`config.mk`:
```
export PLATFORM = sky130hd
export DESIGN_NAME = pipe_stage_reg_flat
export DESIGN_NICKNAME = d
export VERILOG_FILES = /design/src/rtl/pipe_pkg.sv /design/src/rtl/pipe_stage_reg_if.sv /design/src/rtl/pipe_slot.sv /design/src/rtl/pipe_stage_reg.sv /design/src/flat_wrapper.sv
export SDC_FILE = /design/constraint.sdc
export NUM_CORES = 1
export LEC_CHECK = 0
export BUFFER_PORTS_ARGS = -buffer_cell sky130_fd_sc_hd__buf_2
export CAP_MARGIN = 20
export CORE_ASPECT_RATIO = 0.7
export CORE_UTILIZATION = 40
export CTS_CLUSTER_SIZE = 40
export DETAILED_ROUTE_END_ITERATION = 12
export PLACE_DENSITY = 0.63
export SETUP_SLACK_MARGIN = 0.2
export SLEW_MARGIN = 0
export SYNTH_ARGS = -nofsm -noshare
export SYNTH_HDL_FRONTEND = slang
export SYNTH_SLANG_ARGS = --single-unit
```
`constraint.sdc`:
```
create_clock -name clk -period 1.4 [get_ports clk]
set_input_delay 0.21 -clock clk [delete_from_list [all_inputs] [get_ports clk]]
set_output_delay 0.21 -clock clk [all_outputs]
set_load 0.01 [all_outputs]
```
`src/rtl/pipe_pkg.sv`:
```
// Shared definitions for elastic pipeline stages: state encoding, occupancy type, flush default.
package pipe_pkg;

  localparam int PIPE_OCC_W = 2;
  typedef logic [PIPE_OCC_W-1:0] pipe_occ_t;

  // State encoding equals the number of held entries.
  localparam pipe_occ_t PS_EMPTY = 2'd0;
  localparam pipe_occ_t PS_HALF  = 2'd1;
  localparam pipe_occ_t PS_FULL  = 2'd2;

  localparam int PIPE_MAX_W = 4096;

  function automatic logic [PIPE_MAX_W-1:0] pipe_flush_default();
    return '0;
  endfunction

endpackage

```
`src/rtl/pipe_stage_reg_if.sv`:
```
// Upstream and downstream valid/ready channels of one pipeline stage.
interface pipe_stage_reg_if #(
  parameter int WIDTH = 64
);
  logic             in_valid;
  logic             in_ready;
  logic [WIDTH-1:0] in_data;
  logic             out_valid;
  logic             out_ready;
  logic [WIDTH-1:0] out_data;

  modport master (
    output in_valid, in_data, out_ready,
    input  in_ready, out_valid, out_data
  );

  modport slave (
    input  in_valid, in_data, out_ready,
    output in_ready, out_valid, out_data
  );
endinterface

```
`src/rtl/pipe_slot.sv`:
```
// One storage slot: valid bit plus data register; clear > load > drop > hold.
// Data is kept on drop so a stale value stays visible while the slot is invalid.
module pipe_slot #(
  parameter int               WIDTH       = 64,
  parameter logic [WIDTH-1:0] FLUSH_VALUE = '0
) (
  input  logic             clk,
  input  logic             rst,
  input  logic             load_i,
  input  logic             drop_i,
  input  logic             clear_i,
  input  logic [WIDTH-1:0] dat_i,
  output logic             vld_o,
  output logic [WIDTH-1:0] dat_o
);

  logic             vld_d, vld_q;
  logic [WIDTH-1:0] dat_d, dat_q;

  always_comb begin
    vld_d = vld_q;
    dat_d = dat_q;
    if (clear_i) begin
      vld_d = 1'b0;
      dat_d = FLUSH_VALUE;
    end else if (load_i) begin
      vld_d = 1'b1;
      dat_d = dat_i;
    end else if (drop_i) begin
      vld_d = 1'b0;
    end
  end

  always_ff @(posedge clk or negedge rst) begin
    if (!rst) begin
      vld_q <= 1'b0;
      dat_q <= FLUSH_VALUE;
    end else begin
      vld_q <= vld_d;
      dat_q <= dat_d;
    end
  end

  assign vld_o = vld_q;
  assign dat_o = dat_q;

endmodule

```
`src/rtl/pipe_stage_reg.sv`:
```
// Elastic pipeline stage with a two-entry skid buffer; one cycle latency, one word/cycle.
// in_ready depends only on registered skid state, freeze and reset, never on out_ready.
module pipe_stage_reg
  import pipe_pkg::*;
#(
  parameter int               WIDTH       = 64,
  parameter logic [WIDTH-1:0] FLUSH_VALUE = WIDTH'(pipe_flush_default())
) (
  input  logic                   clk,
  input  logic                   rst,
  input  logic                   flush,
  input  logic                   freeze,
  pipe_stage_reg_if.slave        bus,
  output pipe_occ_t              occupancy
);

  logic             main_v, skid_v;
  logic [WIDTH-1:0] main_dat, skid_dat;
  logic             push, pop;
  logic             main_load, main_drop, skid_load, skid_drop;
  logic [WIDTH-1:0] main_src;
  logic             main_nv, skid_nv;
  pipe_occ_t        cur_st;
  pipe_occ_t        occ_d, occ_q;

  assign bus.in_ready  = rst & ~skid_v & ~freeze;
  assign bus.out_valid = main_v & ~freeze;
  assign bus.out_data  = main_dat;

  assign push = bus.in_valid & bus.in_ready;
  assign pop  = bus.out_valid & bus.out_ready;

  assign cur_st = skid_v ? PS_FULL : (main_v ? PS_HALF : PS_EMPTY);

  // Freeze needs no explicit term: it already forces push and pop low.
  always_comb begin
    main_load = 1'b0;
    main_drop = 1'b0;
    skid_load = 1'b0;
    skid_drop = 1'b0;
    main_src  = bus.in_data;
    case (cur_st)
      PS_EMPTY: main_load = push;
      PS_HALF: begin
        if (push) begin
          if (pop) main_load = 1'b1;
          else     skid_load = 1'b1;
        end else if (pop) begin
          main_drop = 1'b1;
        end
      end
      PS_FULL: begin
        if (pop) begin
          main_load = 1'b1;
          main_src  = skid_dat;
          skid_drop = 1'b1;
        end
      end
      default: ;
    endcase
  end

  assign main_nv = ~flush & (main_load | (main_v & ~main_drop));
  assign skid_nv = ~flush & (skid_load | (skid_v & ~skid_drop));
  assign occ_d   = pipe_occ_t'({1'b0, main_nv}) + pipe_occ_t'({1'b0, skid_nv});

  pipe_slot #(.WIDTH(WIDTH), .FLUSH_VALUE(FLUSH_VALUE)) u_main (
    .clk     (clk),
    .rst     (rst),
    .load_i  (main_load),
    .drop_i  (main_drop),
    .clear_i (flush),
    .dat_i   (main_src),
    .vld_o   (main_v),
    .dat_o   (main_dat)
  );

  pipe_slot #(.WIDTH(WIDTH), .FLUSH_VALUE(FLUSH_VALUE)) u_skid (
    .clk     (clk),
    .rst     (rst),
    .load_i  (skid_load),
    .drop_i  (skid_drop),
    .clear_i (flush),
    .dat_i   (bus.in_data),
    .vld_o   (skid_v),
    .dat_o   (skid_dat)
  );

  always_ff @(posedge clk or negedge rst) begin
    if (!rst) occ_q <= PS_EMPTY;
    else      occ_q <= occ_d;
  end

  assign occupancy = occ_q;

endmodule

```
`src/flat_wrapper.sv`:
```
// flat-port wrapper written by rule: the top's interface ports become plain ports
module pipe_stage_reg_flat import pipe_pkg::*;
#(
  parameter int               WIDTH       = 64,
  parameter logic [WIDTH-1:0] FLUSH_VALUE = WIDTH'(pipe_flush_default())
)
  (clk, rst, flush, freeze, occupancy, bus_in_valid, bus_in_data, bus_out_ready, bus_in_ready, bus_out_valid, bus_out_data);
  pipe_stage_reg_if #(.WIDTH(WIDTH)) bus_i ();
  input  logic clk;
  input  logic rst;
  input  logic flush;
  input  logic freeze;
  output pipe_occ_t occupancy;
  input wire logic [$bits(bus_i.in_valid)-1:0] bus_in_valid;
  input wire logic [$bits(bus_i.in_data)-1:0] bus_in_data;
  input wire logic [$bits(bus_i.out_ready)-1:0] bus_out_ready;
  output wire logic [$bits(bus_i.in_ready)-1:0] bus_in_ready;
  output wire logic [$bits(bus_i.out_valid)-1:0] bus_out_valid;
  output wire logic [$bits(bus_i.out_data)-1:0] bus_out_data;
  assign bus_i.in_valid = bus_in_valid;
  assign bus_i.in_data = bus_in_data;
  assign bus_i.out_ready = bus_out_ready;
  assign bus_in_ready = bus_i.in_ready;
  assign bus_out_valid = bus_i.out_valid;
  assign bus_out_data = bus_i.out_data;
  pipe_stage_reg #(.WIDTH(WIDTH), .FLUSH_VALUE(FLUSH_VALUE)) u_core (.clk(clk), .rst(rst), .flush(flush), .freeze(freeze), .bus(bus_i), .occupancy(occupancy));
endmodule
```
# After elaboration in Yosys (flattened, before gate mapping)
# Cells that the tools add are included.
# word_totals
input_bits,70
regBits,132
out_inout_bits,68
word_cells,52
# op_classes
n_mux,23
n_bitwise,16
n_reduce_logical,5
add_sub_neg,1
n_eq_ne,2
# ops
op,n
2-to-1 mux 64 bit,6
2-to-1 mux 1 bit,15
AND 1 bit,9
nonzero test 3 bit,2
NOT 1 bit,5
nonzero test 2 bit,2
case mux 1 bit (3 select lines),1
adder 1 x 1 -> 2 bit,1
equality test 2 x 1 -> 1 bit (second input constant),1
equality test 2 bit (second input constant),1
logical NOT 2 bit,1
2-to-1 mux 2 bit,1
bitwise OR 1 bit,2

# Depth between registers and ports, before layout
# depth
word_depth,11
ltp_mapped,5
depth_no_buf,4

# By module
# A second synthesis with hierarchy kept.
# hier_totals
hier_cells,513
hier_area_um2,6501.2
# by_module_without_submodules
mod,area_per_inst_um2,seq_area_each_um2,instances,cells_each
pipe_slot,2670.1,1626.6,2,210
pipe_stage_reg,1161.1,50.0,1,93

# Worst setup path before layout
# OpenSTA, ideal clock, no wires.
# synth_timing
path_kind,input to register
startpoint,input port flush
endpoint,register u_core.occ_q[0] (netlist: u_core.occupancy[0])
n_path_buf,3
arrival_time_ns,1.282
required_time_ns,1.274
path_slack_ns,-0.007
path_stages,5
path_cell_list,clkbuf_1 -> clkbuf_1 -> clkbuf_1 -> a21oi_1 -> ha_1
# synth_between
elab_chain_cells,3
elab_cells_between_ends,4
cone_classes,1 x add/sub; 3 x bitwise
# synth_lines
item,line_no,text
"start, declared",flat_wrapper.sv:11,input logic flush;
NOT 1 bit *,"pipe_stage_reg.sv:63, pipe_stage_reg.sv:64",
AND 1 bit (on tied branches),"pipe_stage_reg.sv:63, pipe_stage_reg.sv:64",
adder 1 x 1 -> 2 bit *,pipe_stage_reg.sv:65,"assign occ_d = pipe_occ_t'({1'b0, main_nv}) + pipe_occ_t'({1'b0, skid_nv});"
via u_core.occ_d[0],pipe_stage_reg.sv:24,"pipe_occ_t occ_d, occ_q;"
"end signal, assigned",pipe_stage_reg.sv:90,if (!rst) occ_q <= PS_EMPTY;
"end signal, assigned",pipe_stage_reg.sv:91,else occ_q <= occ_d;
"end, declared",pipe_stage_reg.sv:24,
# Mark *: on every way through the listed nets, which the timed path passes. The rest lies on a longest branch.
# A chain may end at the register's enable or synchronous reset.

# Final worst setup path
# layout_timing
startpoint,register u_core.u_main.vld_q (netlist: u_core.u_main.vld_o)
endpoint,register u_core.u_skid.dat_q[38] (netlist: u_core.u_skid.dat_o[38])
# layout_between
elab_chain_cells,6
elab_cells_between_ends,9
cone_classes,1 x eq/ne; 5 x mux; 2 x bitwise; 1 x reduce/logical
# layout_lines
item,line_no,text
"start, declared",pipe_slot.sv:17,"logic vld_d, vld_q;"
"start signal, assigned",pipe_slot.sv:39,vld_q <= vld_d;
AND 1 bit,pipe_stage_reg.sv:27,assign bus.out_valid = main_v & ~freeze;
AND 1 bit,pipe_stage_reg.sv:31,assign pop = bus.out_valid & bus.out_ready;
2-to-1 mux 1 bit,pipe_stage_reg.sv:46,if (pop) main_load = 1'b1;
2-to-1 mux 1 bit,pipe_stage_reg.sv:45,if (push) begin
2-to-1 mux 1 bit *,pipe_stage_reg.sv:42,case (cur_st)
nonzero test 2 bit (no line) *,--,
"end signal, assigned",pipe_slot.sv:40,dat_q <= dat_d;
"end, declared",pipe_slot.sv:18,"logic [WIDTH-1:0] dat_d, dat_q;"
# Every way passes the cells marked *; elsewhere a longest branch is shown, timed or not.

==> results.yml <==
run_status:
  violations: "setup timing"
  status: "finished with violations"
final_layout:
  layout_common_cells: "dfrtp_1 (131), buf_2 (128), nand3_1 (64)"
  fin_area_sq_um: 11400
  final_common_cell: "dfrtp_1"
  drive_above_1_share_pct: 62.7
  stdcell_count: 1076
  fin_nets: 913
  utilization_pct: 72.0
  area_delta_synth_final_pct: 72.1
pwr:
  power.total_mw: 10.6
  intPower_mw: 7.81
  p_leak_nw: 4.92
  seqPwrFrac_pct: 37.9
  clockPowerShare_pct: 45.5
  swShare_pct: 26.3
  ir_drop_mv: 0.887
  pwr_density_cell_nw_per_um2: 929
  p_comb_share_pct: 16.6
  switchingPower_mw: 2.78
synthesis:
  ys_seq_elements: 132
  syn_nets: 691
  syn_area_sq_um: 6620
  yosys.area.top_type: "dfrtp_1"
  synth_warnings: 0
  synth_area_leaders: "dfrtp_1 (50%), mux2i_1 (9.7%), a41oi_1 (8.5%), a211oi_1 (7.5%), a21oi_1 (5.0%)"
  synth_edf_count: 0
  synthCells: 620
  ys.flop_type: "dfrtp_1"
  syn_avg_cell_area_sq_um: 10.7
  synth-seq-area-share_pct: 49.9
  synthDistinctLibCells: 26
  synthArstFlopShare_pct: 100
  synth_top_area_share_pct: 49.9
die:
  die_area_sq_um: 17100
  num_rows: 38
  start_util_pct: 41.8
  die_w_um: 156
  core-area_sq_um: 15800
  io_pins: 138
  die_y_um: 110
timing:
  hold_viol: 0
  fin_tns_setup_ns: -24.06
  setup_viol: 131
  slew_violations: 0
  rsz0062_at_grt: "true"
  finalCriticalPeriod_ns: 1.69
  slew-limit-headroom_pct: 60.0
  fin_crit_sh_pct: 121
  max_freq_mhz: 592
  setup_slack_ns: -0.289
  fin_skew_ns: 0.00665
  tightest_slew_ns: 0.599
drt:
  route.detailed.drc: 0
  routed_via_density: 6.38
  finalWirelength_um: 28800
  vias: 6869
  avgRoutedWirePerCell_um: 26.7
  antenna_left: 0
  drt_pass1_iterations: 5
  drt_iter0_markers: 685
global_routing:
  grt_start_max_net_pins: 129
  grt_pass1_wl_um: 38800
  antenna_found_initial: 3
  grt_remaining_overflow: 0
  gr-usage-all-layers_pct: 31.0
  grt_pass1_vias: 6652
worst_setup_path:
  crit_path_end_kind: "flip-flop"
  reg2reg_slack_ns: -0.29
  crit_arrival_ns: 1.98
  critPathLaunchType: "flip-flop"
  r2r-start: "u_core.u_main.vld_o"
  cp_max_fo: 6
  worstSetupPathType: "flip-flop to flip-flop"
  cp.required_ns: 1.69
  reg2reg_depth: 7
  r2r_end: "u_core.u_skid.dat_o[38]"
clock_network:
  cts_max_path_buffers: 2
  clk_latency_ns: 0.43
  htreeDepth: 4
  cts.sinks: 132
  cts_buffers: 17
  cts_tree: "built"
  cts_root_buf: "clkbuf_16"
  clk_pin_slew_worst_paths_ns: 0.06
worst_hold_path:
  min_path_type: "input port to flip-flop"
  holdCritStartpoint: "bus_in_data[62]"
  whs_endpoint: "u_core.u_skid.dat_o[62]"
  holdPathStages: 3
placed_design:
  place.detailed.hpwl_um: 12400
  globalplace.congestion: 0.806
  place.port_buffers: 137
  placed_cell_area_sq_um: 7870
  dp.cells: 933
job:
  cap_violations: 0
critical path, stage by stage (launching register included):
cell	delay, ns
dfrtp_2	0.42
buf_4	0.14
nand4b_1	0.22
buf_4	0.23
buf_12	0.14
buf_16	0.15
o21ai_2	0.15
a21oi_1	0.09
power groups by stage:
stage | registers (mW) | clock network, mW | logic (mW)
floorplan | 4.10 | 0 | 0.572
global placement | 4.06 | 0 | 1.08
detailed placement | 4.07 | 0 | 1.11
CTS | 4.01 | 4.79 | 1.49
global route | 4.01 | 5.00 | 1.84
finish | 4.01 | 4.82 | 1.76
cell usage after synthesis, types with 2 or more instances:
cell / n
buf_6: 9
nand2b_1: 2
nand4b_1: 2
a21oi_1: 66
buf_2: 18
buf_8: 6
o21ai_0: 64
mux2i_1: 64
nor2_1: 2
nand3_1: 65
dfrtp_1: 132
a211oi_1: 66
clkbuf_1: 35
a41oi_1: 64
buf_4: 14
logic make-up (layout without fill, tap and decap cells):
kind of cell             count (synthesis)  in the layout  synth area share [%]
buffers and inverters                   84            317                  7.99
AO/OA/AOI/OAI                          262            262                  26.0
adder cells (fa/ha/maj)                  1              1                 0.189
flip-flops                             132            132                  49.9
multiplexers                            64             64                  9.68
AND/OR/NAND/NOR                         77             79                  6.20
other                                    0              1                     0
metrics by stage:
stage | hold WS (ns) | worst slack (ns)
floorplan | -0.0856 | 0.0789
global placement | 0.0238 | -0.0197
detailed placement | 0.0251 | -0.0961
CTS | 0.0348 | -0.127
global route | 0.0357 | -0.336
finish | 0.0396 | -0.289
area by class of cell:
class / count / area [sq um]
fillers: 995 / 4440
multi-input cells: 406 / 4090
flip-flops and latches: 132 / 3300
repair buffers: 284 / 3080
clock buffers: 24 / 512
well taps: 220 / 275
clock inverters: 8 / 120
inverters: 1 / 3.75
diodes: 1 / 2.50
sequential cells by signal (all words and copies together) (netlist names):
signal and count:
u_core.u_main.dat_o 64, u_core.u_skid.dat_o 64, u_core.occupancy 2, u_core.u_main.vld_o 1
u_core.u_skid.vld_o 1
timing repair:
| action | 4_1_cts | 5_1_grt |
|---|---|---|
| resized for setup | 208 | 85 |
| hold endpoints to repair | 4 | 0 |
| pin swaps | 67 | 37 |
| hold buffers | 2 | 0 |
| gates cloned | 31 | 7 |
| endpoints found under the setup margin | 136 | 304 |
| buffers inserted | 26 | 44 |
worst max path at each step:
stage | depth (start not counted) | endpoint | slack, ns | from
6_report | 7 | u_core.u_skid.dat_o[38] | -0.29 | u_core.u_main.vld_o
5_1_grt | 7 | u_core.u_skid.dat_o[38] | -0.34 | u_core.u_main.vld_o
4_1_cts | 4 | bus_in_ready | -0.13 | u_core.u_skid.vld_o
3_5_place_dp | 5 | u_core.u_main.dat_o[37] | -0.1 | u_core.u_main.vld_o
3_3_place_gp | 4 | u_core.u_main.dat_o[43] | -0.02 | u_core.u_main.vld_o
2_1_floorplan | 5 | u_core.occupancy[0] | 0.08 | u_core.u_main.vld_o
metal layers:
layer	GRT usage (%)	vias up	part of all wire, %
met4	11.1	2	3.1
li1	-	2887	-
met1	40.4	3466	40
met3	9.22	74	10
met2	49.4	440	47
met5	0	-	0.045
Note: power is estimated with default switching activity, not from simulation.
